## src/rtl/adder_sum_stage.sv

```systemverilog
// rtl/adder_sum_stage.sv - prefix adder sum/flag stage with 2-entry skid output (opt. ADDER_SUM_STICKY_OVF_EN)
`ifndef LEN_DATA
`define LEN_DATA 31
`endif

module adder_sum_stage #(
    parameter int W = `LEN_DATA + 1
) (
    input  logic         clk,
    input  logic         rst_n,
    input  logic         in_valid,
    output logic         in_ready,
    input  logic [W-1:0] grp_g,
    input  logic [W-1:0] grp_p,
    input  logic [W-1:0] bit_p,
    input  logic         cin,
    input  logic [1:0]   op_size,
`ifdef ADDER_SUM_STICKY_OVF_EN
    input  logic         ovf_clr,
    output logic         ovf_sticky,
`endif
    output logic         out_valid,
    input  logic         out_ready,
    output logic [W-1:0] out_sum,
    output logic         out_c,
    output logic         out_v,
    output logic         out_z,
    output logic         out_n
);

    generate
        if ((W % 2) != 0 || W < 16) begin : g_bad_width
            $error("adder_sum_stage: W must be even and >= 16");
        end
    endgenerate

    typedef struct packed {
        logic [W-1:0] sum;
        logic         c;
        logic         v;
        logic         z;
        logic         n;
    } res_t;

    logic [W:0]   carry;
    logic [W-1:0] raw;
    res_t         nxt;
    res_t         m_q;
    res_t         s_q;
    logic         m_valid;
    logic         s_valid;
    logic         in_xfer;
    logic         out_xfer;

    always_comb begin
        carry    = '0;
        carry[0] = cin;
        for (int i = 0; i < W; i++) begin
            carry[i+1] = grp_g[i] | (grp_p[i] & cin);
        end
        raw = bit_p ^ carry[W-1:0];
    end

    // Narrow widths zero the upper sum bits so flags only see the selected field.
    always_comb begin
        nxt = '0;
        case (op_size)
            2'd0: begin
                nxt.sum = W'(raw[7:0]);
                nxt.c   = carry[8];
                nxt.v   = carry[8] ^ carry[7];
                nxt.n   = raw[7];
            end
            2'd1: begin
                nxt.sum = W'(raw[15:0]);
                nxt.c   = carry[16];
                nxt.v   = carry[16] ^ carry[15];
                nxt.n   = raw[15];
            end
            default: begin
                nxt.sum = raw;
                nxt.c   = carry[W];
                nxt.v   = carry[W] ^ carry[W-1];
                nxt.n   = raw[W-1];
            end
        endcase
        nxt.z = (nxt.sum == '0);
    end

    assign in_ready = ~s_valid;
    assign in_xfer  = in_valid & in_ready;
    assign out_xfer = m_valid & out_ready;

    always_ff @(posedge clk or negedge rst_n) begin
        if (!rst_n) begin
            m_valid <= 1'b0;
            s_valid <= 1'b0;
            m_q     <= '0;
            s_q     <= '0;
        end else if (!m_valid || out_xfer) begin
            if (s_valid) begin
                m_q     <= s_q;
                m_valid <= 1'b1;
                s_valid <= 1'b0;
            end else if (in_xfer) begin
                m_q     <= nxt;
                m_valid <= 1'b1;
            end else begin
                m_valid <= 1'b0;
            end
        end else if (in_xfer) begin
            s_q     <= nxt;
            s_valid <= 1'b1;
        end
    end

`ifdef ADDER_SUM_STICKY_OVF_EN
    always_ff @(posedge clk or negedge rst_n) begin
        if (!rst_n) begin
            ovf_sticky <= 1'b0;
        end else if (ovf_clr) begin
            ovf_sticky <= 1'b0;
        end else if (out_xfer && m_q.v) begin
            ovf_sticky <= 1'b1;
        end
    end
`endif

    assign out_valid = m_valid;
    assign out_sum   = m_q.sum;
    assign out_c     = m_q.c;
    assign out_v     = m_q.v;
    assign out_z     = m_q.z;
    assign out_n     = m_q.n;

endmodule

```

## config.mk

```make
export PLATFORM = sky130hd
export DESIGN_NAME = adder_sum_stage
export DESIGN_NICKNAME = d
export VERILOG_FILES = /design/src/rtl/adder_sum_stage.sv
export SDC_FILE = /design/constraint.sdc
export NUM_CORES = 1
export LEC_CHECK = 0
export CAP_MARGIN = 15
export CORE_ASPECT_RATIO = 1.1
export CORE_MARGIN = 2
export CORE_UTILIZATION = 35
export DETAILED_ROUTE_END_ITERATION = 8
export GPL_TIMING_DRIVEN = 0
export PLACE_DENSITY_LB_ADDON = 0.15
export SLEW_MARGIN = 20
export SYNTH_ARGS = -nofsm -noshare
export SYNTH_HDL_FRONTEND = slang
export SYNTH_SLANG_ARGS = --single-unit
export TNS_END_PERCENT = 1
```

## constraint.sdc

```tcl
create_clock -name clk -period 1.55 [get_ports clk]
set_input_delay 0.2325 -clock clk [delete_from_list [all_inputs] [get_ports clk]]
set_output_delay 0.2325 -clock clk [all_outputs]
set_load 0.01 [all_outputs]
```

==> results of run 1 <==
==> layout by cell type (no fill, tap or decap), types with 4 or more instances in the layout <==
cell	netlist	routed
a21oi_1	47	31
a21oi_2	3	11
a21oi_4	0	8
buf_16	0	4
buf_4	0	17
buf_6	2	5
clkbuf_1	20	8
clkbuf_16	0	9
clkbuf_2	0	5
clkdlybuf4s50_1	0	88
clkinv_2	0	4
dfrtp_1	74	74
dlygate4sd2_1	0	46
mux2_2	25	17
mux2_4	0	9
mux2i_1	13	8
nand2_1	90	89
nand2b_1	9	4
nand2b_4	0	5
nand4_1	7	7
nor2_1	20	20
o21ai_0	72	67
xnor2_1	14	14
xor2_2	0	6
==> per-stage QoR <==
| stage | area [µm²] | worst slack (ns) | instances | hold slack, ns | util |
|---|---|---|---|---|---|
| finish | 6450 | -0.146 | 758 | 0.324 | 0.594 |
| floorplan | 3880 | -0.269 | 433 | -0.0631 | - |
| CTS | 6280 | -0.129 | 756 | 0.341 | 0.578 |
| detailed placement | 5480 | -1.01 | 720 | 0.199 | 0.505 |
| global route | 6450 | -0.264 | 758 | 0.361 | 0.594 |
| global placement | 5460 | -2.29 | 719 | 0.457 | 0.502 |
==> sequential cells by signal, indices dropped and copies added (netlist names) <==
| signal | cells |
|---|---|
| out_v | 1 |
| out_n | 1 |
| out_sum | 32 |
| out_valid | 1 |
| out_z | 1 |
| s_valid | 1 |
| out_c | 1 |
| s_q | 36 |
==> routing by layer <==
metal | vias up | wire (µm)
met3 | 15 | 814
met5 | - | 0
met1 | 1798 | 4880
met2 | 138 | 6350
met4 | 0 | 189
li1 | 1840 | -
==> worst register-to-register path, delay by kind of cell, from the launching register on <==
family | cells | cell delay (ns)
DFF | 1 | 0.43
and+or+nand+nor | 1 | 0.09
buffers and inverters | 2 | 0.60
AOI/OAI and AO/OA | 2 | 0.34
==> where the power goes <==
group	switching (mW)	internal (mW)	total, mW	leakage, nW
sequential	0.210	2.32	2.53	0.945
clock	0.821	1.08	1.90	0.135
combinational	0.886	1.05	1.93	1.76
==> timing repair <==
action                                  CTS  global route
endpoints found under the hold margin    29             0
pin swaps                                33             6
resized for setup                       141            40
setup buffers                            18             2
endpoints found under the setup margin   73            65
cloned                                    2             0
hold buffers                              1             0
==> area by class of cell <==
class                           count  area share
Multi-Input combinational cell    329       0.354
Sequential cell                    74       0.287
Clock inverter                      7     0.00698
Tap cell                          147      0.0285
Clock buffer                        9      0.0349
Timing Repair Buffer              162       0.247
Buffer                             29      0.0405
Inverter                            1    0.000970
==> final timing paths <==
| check | from | end | slack, ns | cells after the start |
|---|---|---|---|---|
| setup / recovery | op_size[1] | s_q[1] | -0.15 | 10 |
| hold / removal | op_size[1] | s_q[28] | 0.32 | 4 |
| setup reg to reg | s_valid | out_sum[12] | 0 | 5 |
| hold reg to reg | out_sum[6] | out_sum[6] | 0.47 | 2 |
| max in group asynchronous | rst_n | s_q[5] | 0.62 | 3 |
| min in group asynchronous | rst_n | out_sum[12] | 0.37 | 2 |
==> cells by family after synthesis <==
logic type,after synthesis,synth area share
compound gates,135,0.186
simple gates,134,0.147
flops,74,0.477
mux,39,0.109
buf+inv,30,0.0342
xor+xnor,21,0.0474
==> results.md, run 1 <==
* Status: finished, violations left
* Failing checks: setup timing
* Leak pwr at 2.84 nW
* Asr flop ratio synth at 1.00
* First drt pass iteration count at 4
* Worst-path clk slew at 0.06 ns
* CORE AREA at roughly 0.011 mm²
* Count of cell types in the netlist at 33
* Power, Total at roughly 6.4 mW
* CTS tree: done
* Port bufs at 139
* List of most frequent post-synthesis cells: nand2_1, dfrtp_1, o21ai_0
* Fin. max-slew vios at 0
* Synth Cell Area at 0.00388 mm²
* Ys flop type: dfrtp_1
* Total track usage at 0.214
* CTS Buffer Depth at 2
* Post-route minimum period at 1.70 ns
* Post-DR wirelength/cell at 16.1 µm
* Via count at 3791
* Worst setup margin at -0.146 ns
* Die width at between 100 and 150 µm
* Hold WC Path Type: primary input to register
* Post-DP HPWL at 9040 µm
* Clk_skew at 0.00708 ns
* GPL Wtd Cong at 0.805
* GR peak layer: met2
* Io pins at around 140
* Hold Violations, Final at 0
* Root buf cell: clkbuf_16
* GRT met2 Usage at 0.380
* Num CTS Buffers at 9
* Antenna cells at 0
* Area of the multi-input gates at 0.00228 mm²
* Filler cell count at between 900 and 1000
* Die Y at 114 µm
* WP data required at between 1.5 and 2 ns
* Synth area leader: dfrtp_1
* Die area at 0.0119 mm²
* H-tree lvl count at 3
* Delay-heaviest family, CP: simple AND/OR/NAND/NOR gates
* Setup violations, final at 2
* Final cycle utilization of the critical path at 1.09
* CP peak stage delay at roughly 0.32 ns
* RSZ-0062 raised after global routing: true
* Synth top area share at 0.477
* Initial antenna violation count at 0
* Synthesis-stage register bit count at 74
* Max Cap Violations at 0
* Setup CP Type: primary input to register
* Vias in the first global route at just under 4000
* Row count at 40
* Vias/cell at 5.00
* Register Area at 0.00185 mm²
* Worst-Margin Slew at 0.462 ns
* Buf/Inv on CP at 5
* Remaining antenna violation count at 0
* Initial core utilization at 0.357
* Most frequent CP cell: buf_8
* # DRC at 0
* Worst Path Arrival at approximately 2.0 ns
* Global-route wire length before repair at 20000 µm
* Crit end category: register
* Rel. slew slack at 0.692
* Critical Path Source Type: primary input
* Register area share after synthesis at 0.477
* Fin Setup TNS at -0.250 ns
* Synth warn at 0
* FMAX at roughly 0.59 GHz
* Total grt overflow at 0
* Layout cell share with drive strength beyond 1 at 0.224
* Count leader, synth: nand2_1
* Initial drt markers at between 100 and 150
* PD cells at 986 mW/mm²
* Mapped Avg Cell Area at between 8 and 9 µm²
* Post-synth EDFFs at 0
* Worst-Skew Late Latency at 0.34 ns
* CP Cell Sequence: buf_6 -> buf_8 -> buf_8 -> buf_12 -> buf_4 -> or2_2 -> nand2_1 -> nand4_1 -> nor4_4 -> mux2_4
* Pin count of the biggest net entering global routing at 46
* GR Util met3 at 0.0558
* Cells after synthesis at between 400 and 500
* Slowest cell on the critical path: nor4_4
* Area grow syn2layout at 66.2%
* Nets at 709
* Worst Path Max Fanout at 7
* Met1 GRT Util at 0.256
* Peak supply drop at ~0.00056 V
* Drt total wl at 12200 µm
* TritonCTS Sinks at 74
* Top cells by area, synth: dfrtp_1, o21ai_0, nand2_1
* Syn nets at 536
Note: power is estimated with default switching activity, not from simulation.
==> run 2, diff against run 1 <==
--- a/config.mk
+++ b/config.mk
@@ -6,9 +6,10 @@
 export NUM_CORES = 1
 export LEC_CHECK = 0
 export CAP_MARGIN = 15
+export CELL_PAD_IN_SITES_DETAIL_PLACEMENT = 0
+export CELL_PAD_IN_SITES_GLOBAL_PLACEMENT = 1
 export CORE_ASPECT_RATIO = 1.1
-export CORE_MARGIN = 2
-export CORE_UTILIZATION = 35
+export CORE_UTILIZATION = 30
 export DETAILED_ROUTE_END_ITERATION = 8
 export GPL_TIMING_DRIVEN = 0
 export PLACE_DENSITY_LB_ADDON = 0.15
==> run 2 against run 1 <==
Net effect: the run still ends with setup timing left; via count is 0.37% higher; sequential power hardly changed; core utilization is 7.0 points lower; final area is 2.3% higher; non-clock buffer count is 7 higher; clock power is 33% higher; worst hold slack hardly changed; clock-buffer cell count is 1 higher; wire length is 4.7% higher; total power is 10% higher; largest cell class unchanged; highest routed layer unchanged.
==> results.md, run 2 (synthesis results as in run 1) <==
* Status: finished, violations left
* Slowest cell on the critical path: or4_4
* Root buf cell: clkbuf_16
* Post-Place Worst Slack at -1.13 ns
* Critical Path Source Type: primary input
* Sequential share of power at 0.360
* Area grow syn2layout at 70.0%
* Hold WC Path Type: primary input to asynchronous set/reset pin
* Row count at 43
* Dpl cells at 730
* Antenna cells at 0
* Post-DR wirelength/cell at 16.5 µm
* Fin area at 0.00660 mm²
* Worst setup margin at -0.110 ns
* Combinational power share at 0.279
* Num CTS Buffers at 9
* Filler cell count at roughly 1200
* WP data required at 1.83 ns
* Worst Path Max Fanout at 6
* Remaining antenna violation count at 0
* Post-DP HPWL at 9390 µm
* Final std cells w/o fill at 774
* Die area at 0.0134 mm²
* Initial drt markers at roughly 110
* Total grt overflow at 0
* Vias/cell at 4.92
* FMAX at 0.602 GHz
* Delay-heaviest family, CP: simple AND/OR/NAND/NOR gates
* CTS tree: done
* Die width at 110 µm
* Initial core utilization at 0.308
* Max Cap Violations at 0
* Total track usage at 0.195
* Pin count of the biggest net entering global routing at 55
* Final cycle utilization of the critical path at 1.07
* First drt pass iteration count at 4
* Worst-Margin Slew at 0.453 ns
* TritonCTS Sinks at 74
* Nets at 716
* Switching power at 1.89 mW
* Rel. slew slack at 0.698
* Leak pwr at 2.97 nW
* Setup violations, final at 2
* Peak supply drop at ~0.00047 V
* DP Area at 0.00549 mm²
* Worst-path clk slew at about 0.06 ns
* Worst-Skew Late Latency at 0.33 ns
* RSZ-0062 raised after global routing: true
* Largest Register: s_q
* Fin Setup TNS at -0.174 ns
* Setup CP Type: primary input to register
* Die Y at approximately 120 µm
* Clk pwr share at 0.361
* Initial antenna violation count at 0
* CP peak stage delay at 0.56 ns
* Port bufs at 139
* Post-route minimum period at between 1.5 and 2 ns
* Fin. max-slew vios at 0
* Hold Violations, Final at 0
* Most frequent cells in the layout: nand2_1, clkdlybuf4s50_1, dfrtp_1
* Layout cell share with drive strength beyond 1 at 0.238
* Power Internal at 5.12 mW
* CORE AREA at around 0.013 mm²
* Via count at roughly 3800
* Max reg flops at 36
* Global-route wire length before repair at 20000 µm
* # DRC at 0
* Drt total wl at 12800 µm
* Finished Core Util at 0.524
* Worst Path Arrival at 1.94 ns
* Vias in the first global route at 3819
* GPL Wtd Cong at ~0.80
* Crit end category: register
* CTS Buffer Depth at 2
* Sw Ratio at 0.270
* Buf/Inv on CP at 2
* Failing checks: setup timing
* H-tree lvl count at 3
* Clk_skew at 0.00645 ns
* Io pins at 141
* Commonest non-fill, non-tap cell in the layout: nand2_1
* CP Cell Sequence: buf_16 -> buf_12 -> a21oi_2 -> xor2_1 -> nand4_1 -> or4_4 -> nor4_4 -> mux2_4
* PD cells at approximately 1100 mW/mm²
-- run 2: cell types whose count changed in the layout (fill, tap and decap cells not counted), moves of 4 or more --
cell             before  now
bufinv_16             0    4
dlymetal6s2s_1        3    9
clkinv_2              4    0
clkbuf_1              8    4
clkdlybuf4s50_1      88   83
dlygate4sd2_1        46   41
buf_4                17   23
clkbuf_2              5   10
-- run 2: final cells by class --
type	instances	area, µm²	share of cell area
sequential	74	1850	0.281
inverter	1	6.26	0.000948
timing repair buffer	170	1700	0.257
buffer	28	241	0.0366
multi-input combinational	329	2250	0.341
tap	157	196	0.0298
clock inverter	5	128	0.0193
clock buffer	10	229	0.0347
-- run 2: path summary, 6_finish.rpt --
kind                              from  cells past startpoint          end  slack [ns]
setup / recovery                   cin                      8       s_q[1]       -0.11
max in group asynchronous        rst_n                      3      s_q[25]        0.64
hold reg to reg            out_sum[14]                      2  out_sum[14]        0.48
min in group clk              bit_p[0]                      3       s_q[4]        0.33
hold / removal                   rst_n                      2  out_sum[13]        0.32
setup reg to reg               s_valid                      4  out_sum[27]        0.04
-- run 2: worst register-to-register path, stage by stage, from the launching register on --
cell	delay (ns)
dfrtp_1	0.42
clkbuf_8	0.19
o21ai_4	0.26
buf_8	0.19
mux2_2	0.35
-- run 2: timing repair --
item / in CTS / in global routing
gates resized for setup: 139 / 61
pin swaps: 32 / 19
hold endpoints to repair: 20 / 0
buffers inserted: 20 / 7
hold buffers: 1 / 0
gates cloned: 2 / 1
setup endpoints to repair: 73 / 59
-- run 2: per-layer routing --
layer | track usage | share of wire | vias to the layer above
met5 | 0 | 0 | -
met4 | 0.0650 | 0.019 | 0
met3 | 0.0470 | 0.060 | 14
met2 | 0.327 | 0.48 | 114
met1 | 0.246 | 0.44 | 1828
li1 | - | - | 1849
-- run 2: power by group through the flow --
stage / clock (mW) / combinational [mW] / sequential, mW
final: 2.53 / 1.95 / 2.52
after CTS: 2.56 / 1.90 / 2.52
after global routing: 2.62 / 2.15 / 2.57
after floorplan: 0 / 0.696 / 2.61
after global placement: 0 / 1.71 / 2.54
after detailed placement: 0 / 1.73 / 2.56
-- run 2: per-stage QoR --
stage	hold slack, ns	total power [mW]
after CTS	0.327	6.98
after global placement	0.455	4.25
after floorplan	-0.0631	3.31
final	0.324	7.00
after global routing	0.352	7.34
after detailed placement	0.148	4.29
==> run 3, diff against run 2 <==
--- a/config.mk
+++ b/config.mk
@@ -12,6 +12,7 @@
 export CORE_UTILIZATION = 30
 export DETAILED_ROUTE_END_ITERATION = 8
 export GPL_TIMING_DRIVEN = 0
+export MAX_ROUTING_LAYER = met4
 export PLACE_DENSITY_LB_ADDON = 0.15
 export SLEW_MARGIN = 20
 export SYNTH_ARGS = -nofsm -noshare
==> run 3 against run 2 <==
Net effect: the run still ends with setup timing left; sequential share of layout area rose by 0.61 points; combinational power barely moved; final area fell by 2.1%; first-iteration DRC count rose by 3.7%; largest power group is now registers.
==> results.md, run 3 (synthesis results as in run 1) <==
* CTS Buffer Depth at 2
* Total grt overflow at 0
* Post-DR wirelength/cell at between 15 and 20 µm
* Vias/cell at slightly below 5
* Io pins at 141
* Largest Register: s_q
* Hold Violations, Final at 0
* Crit end category: register
* Initial antenna violation count at 0
* Initial drt markers at 113
* Worst-Skew Late Latency at ~0.34 ns
* Setup CP Type: primary input to register
* FMAX at 0.608 GHz
* DP Area at 0.00549 mm²
* CP peak stage delay at 0.58 ns
* Port bufs at 139
* Via count at 3752
* Die Y at 121 µm
* Final cycle utilization of the critical path at 1.06
* Filler cell count at 1238
* Remaining antenna violation count at 0
* Power, Total at 6.45 mW
* Row count at 43
* Drt total wl at 12800 µm
* Post-DP HPWL at 9480 µm
* CORE AREA at 0.0126 mm²
* Area grow syn2layout at 66.3%
* Nets at 710
* Most frequent cells in the layout: nand2_1, clkdlybuf4s50_1, dfrtp_1
* Post-route minimum period at 1.64 ns
* Buf/Inv on CP at 2
* Commonest non-fill, non-tap cell in the layout: nand2_1
* WP data required at 1.83 ns
* H-tree lvl count at 3
* Worst-path clk slew at 0.06 ns
* Initial core utilization at 0.308
* Finished Core Util at 0.513
* Layout cell share with drive strength beyond 1 at 0.222
* Status: finished, violations left
* Slowest cell on the critical path: or4_4
* First drt pass iteration count at 4
* PD cells at 999 mW/mm²
* Worst Path Max Fanout at 6
* Global-route wire length before repair at 19800 µm
* # DRC at 0
* Fin Setup TNS at -0.145 ns
* Max reg flops at 36
* Total track usage at 0.198
* Failing checks: setup timing
* CP Cell Sequence: buf_16 -> buf_12 -> a21oi_4 -> xor2_2 -> nand4_1 -> or4_4 -> nor4_4 -> mux2_4
* Leak pwr at between 2 and 3 nW
* Worst setup margin at -0.0936 ns
* Antenna cells at 0
* Post-Place Worst Slack at -1.13 ns
* Num CTS Buffers at 9
* CTS tree: done
* GPL Wtd Cong at roughly 0.8
* Vias in the first global route at about 3800
* Max Cap Violations at 0
* Die area at about 0.013 mm²
* Delay-heaviest family, CP: simple AND/OR/NAND/NOR gates
* Fin. max-slew vios at 0
* Pin count of the biggest net entering global routing at 57
* Setup violations, final at 2
* Peak supply drop at 0.000523 V
* TritonCTS Sinks at 74
* RSZ-0062 raised after global routing: true
* Rel. slew slack at 0.671
* Hold WC Path Type: primary input to asynchronous set/reset pin
* Critical Path Source Type: primary input
* Root buf cell: clkbuf_16
* Fin area at 0.00645 mm²
* Clk_skew at 0.00540 ns
* Worst-Margin Slew at 0.493 ns
* Die width at around 110 µm
* Worst Path Arrival at 1.92 ns
run 3: cell types whose count changed in the layout (fill, tap and decap cells not counted), moves of 2 or more:
cell,delta
clkbuf_1,+3
dlygate4sd2_1,-2
bufinv_16,-4
clkbuf_8,+2
clkdlybuf4s50_1,+2
buf_4,-2
clkbuf_2,-3
buf_6,-4
clkbuf_4,+2
o21bai_4,+2
run 3: path summary, 6_finish.rpt:
| path | startpoint | end | slack, ns | cells after the start |
|---|---|---|---|---|
| max | cin | s_q[1] | -0.09 | 8 |
| min | rst_n | out_sum[13] | 0.32 | 2 |
| max reg2reg | s_valid | out_sum[19] | 0.03 | 4 |
| min reg2reg | out_sum[5] | out_sum[5] | 0.47 | 2 |
| max in group asynchronous | rst_n | out_sum[15] | 0.66 | 3 |
| min in group clk | op_size[1] | s_q[28] | 0.33 | 4 |
run 3: through the flow:
stage / instances / hold WS [ns]
2_1_floorplan: 433 / -0.0631
3_3_place_gp: 729 / 0.455
3_5_place_dp: 730 / 0.138
4_1_cts: 766 / 0.325
5_1_grt: 769 / 0.359
6_report: 769 / 0.322
run 3: power by group:
part	internal, mW	switching [mW]	leakage [nW]
combinational	1.05	0.882	1.82
sequential	2.32	0.201	0.945
clock	1.22	0.782	0.136
total	4.58	1.87	2.90
run 3: repair_timing:
action,in CTS,in global routing
pin swaps,32,15
gates cloned,1,1
hold buffers,1,0
setup endpoints to repair,73,57
gates resized for setup,133,49
setup buffers,18,3
hold endpoints to repair,18,0
run 3: cell type report:
| type | instances | area (µm²) | area share |
|---|---|---|---|
| clock inverters | 1 | 7.51 | 0.00116 |
| flip-flops and latches | 74 | 1850 | 0.287 |
| multi-input cells | 329 | 2230 | 0.346 |
| clock buffers | 15 | 278 | 0.0430 |
| repair buffers | 164 | 1630 | 0.252 |
| plain buffers | 28 | 253 | 0.0392 |
| inverters | 1 | 6.26 | 0.000969 |
| well taps | 157 | 196 | 0.0304 |
run 3: metal layers:
layer / vias up / wire, µm / GRT usage
met1: 1786 / 5700 / 0.247
met4: 0 / 89 / 0.0558
met2: 114 / 6320 / 0.322
li1: 1845 / - / -
met5: - / 0 / -
met3: 7 / 664 / 0.0465
==> RTL edit, RTL diff (settings of run 3) <==
Add a define of `ADDER_SUM_STICKY_OVF_EN`.
--- a/src/rtl/adder_sum_stage.sv
+++ b/src/rtl/adder_sum_stage.sv
@@ -1,3 +1,5 @@
 // rtl/adder_sum_stage.sv - prefix adder sum/flag stage with 2-entry skid output (opt. ADDER_SUM_STICKY_OVF_EN)
+`define ADDER_SUM_STICKY_OVF_EN
+
 `ifndef LEN_DATA
 `define LEN_DATA 31
Ports: changed (added ovf_clr and ovf_sticky); port bits go from 141 to 143. No check against the original RTL was run, so the function may have changed too.
==> RTL edit against run 3 <==
  * The flow still finishes with violations (negative setup slack)
  * Cell area down 1.6%
  * Sequential share of layout area up 0.86 points
  * Sequential cell count up 1
  * Global-route usage down 0.44 points
  * Total power up 1.0%
  * Worst hold slack better by 0.013 ns
  * Synthesized area up 0.68%
  * Via count down 0.35%
  * Routed wire length down 3.4%
  * Worst setup slack worse by 0.11 ns
  * Synthesized cell count up 1.4%
  * Largest cell class unchanged
==> RTL edit: results <==
[status]
outcome = "finished, violations left"
violations = "negative setup slack"

[placement]
portBuffers = 141
routabilityCongestion = 0.717
placed_cells = 738
place_hpwl_um = 9230
pre_cts_ws_ns = -1.15
placed_area_sq_mm = 0.00554

[timing]
slew_headroom = 0.654
final.setup.tns_ns = -0.501
setup_violations = 3
finalWorstSetupSlack_ns = -0.205
finClkSkew_ns = 0.00503
hold_ws_ns = 0.335

[clocking]
clkSinkCount = 75
numCtsBuffers = 9

[final_layout]
nets = 719
clock_area_frac = 0.0465
buf_share = 0.288
multi_input_gates = 334
diodes = 0
n_all_buffers = 194
multi_input_area_share = 0.338
sh_seq_area = 0.296
nClkBuffers = 13
utilization = 0.502
drive_gt1_frac = 0.210

[worst_setup_path]
reg2reg_slack_ns = 0.05
cp_max_fo = 5

[synth]
synth_seq_area_share = 0.480
synth_cell_types = 34
avgSynthCellArea_sq_um = 8.90
synth.net_count = 543
ys_top_cells_by_area = "dfrtp_1 (48%), o21ai_0 (10%), nand2_1 (8.4%)"
synth_commonest_cells = "nand2_1 (87), o21ai_0 (78), dfrtp_1 (75), a21oi_1 (51), mux2_2 (25)"

[grt]
grt_pass1_wl_um = 19600
use_met1 = 0.237
track_usage = 0.194
grtUsageMet3 = 0.0428
first_global_vias = 3814
grt_max_degree = 56

[route]
drt-total-wl_um = 12300
met3_wirelength_um = 532
wl_per_cell_um = 15.9
vias_per_cell = 4.82
routed-wl-met2_um = 6200
drt-initial-drc-count = 142

[floorplanning]
die_area_sq_mm = 0.0135

[power_and_ir_drop]
max-vdd-ir-drop_mv = 0.472
p_clk_mw = 2.08
pg_comb_mw = 1.89
power_switching_mw = 1.82
power_leakage_nw = 2.80
RTL edit: timing repair:
item	in CTS	in global routing
buffers inserted	15	6
setup endpoints to repair	73	63
cloned	1	0
gates resized for setup	128	39
hold buffers	1	0
hold endpoints to repair	20	0
pin swaps	31	6
RTL edit: logic make-up after synthesis:
kind of cell,count (synthesis),share of synthesized area
flops,75,0.480
xor+xnor,21,0.0471
buf+inv,30,0.0343
mux,37,0.103
simple gates,134,0.145
compound gates,142,0.190
RTL edit: final timing paths:
path,start,endpoint,cells after the start
worst max-delay path,op_size[1],s_q[1]$_DFFE_PN0P_,10
worst min-delay path,rst_n,out_sum[11]$_DFFE_PN0P_,2
worst max register to register,s_valid$_DFFE_PN0P_,out_sum[24]$_DFFE_PN0P_,4
worst min register to register,out_sum[14]$_DFFE_PN0P_,out_sum[14]$_DFFE_PN0P_,2
max in group asynchronous,rst_n,s_q[5]$_DFFE_PN0P_,3
min in group clk,op_size[1],s_q[27]$_DFFE_PN0P_,4
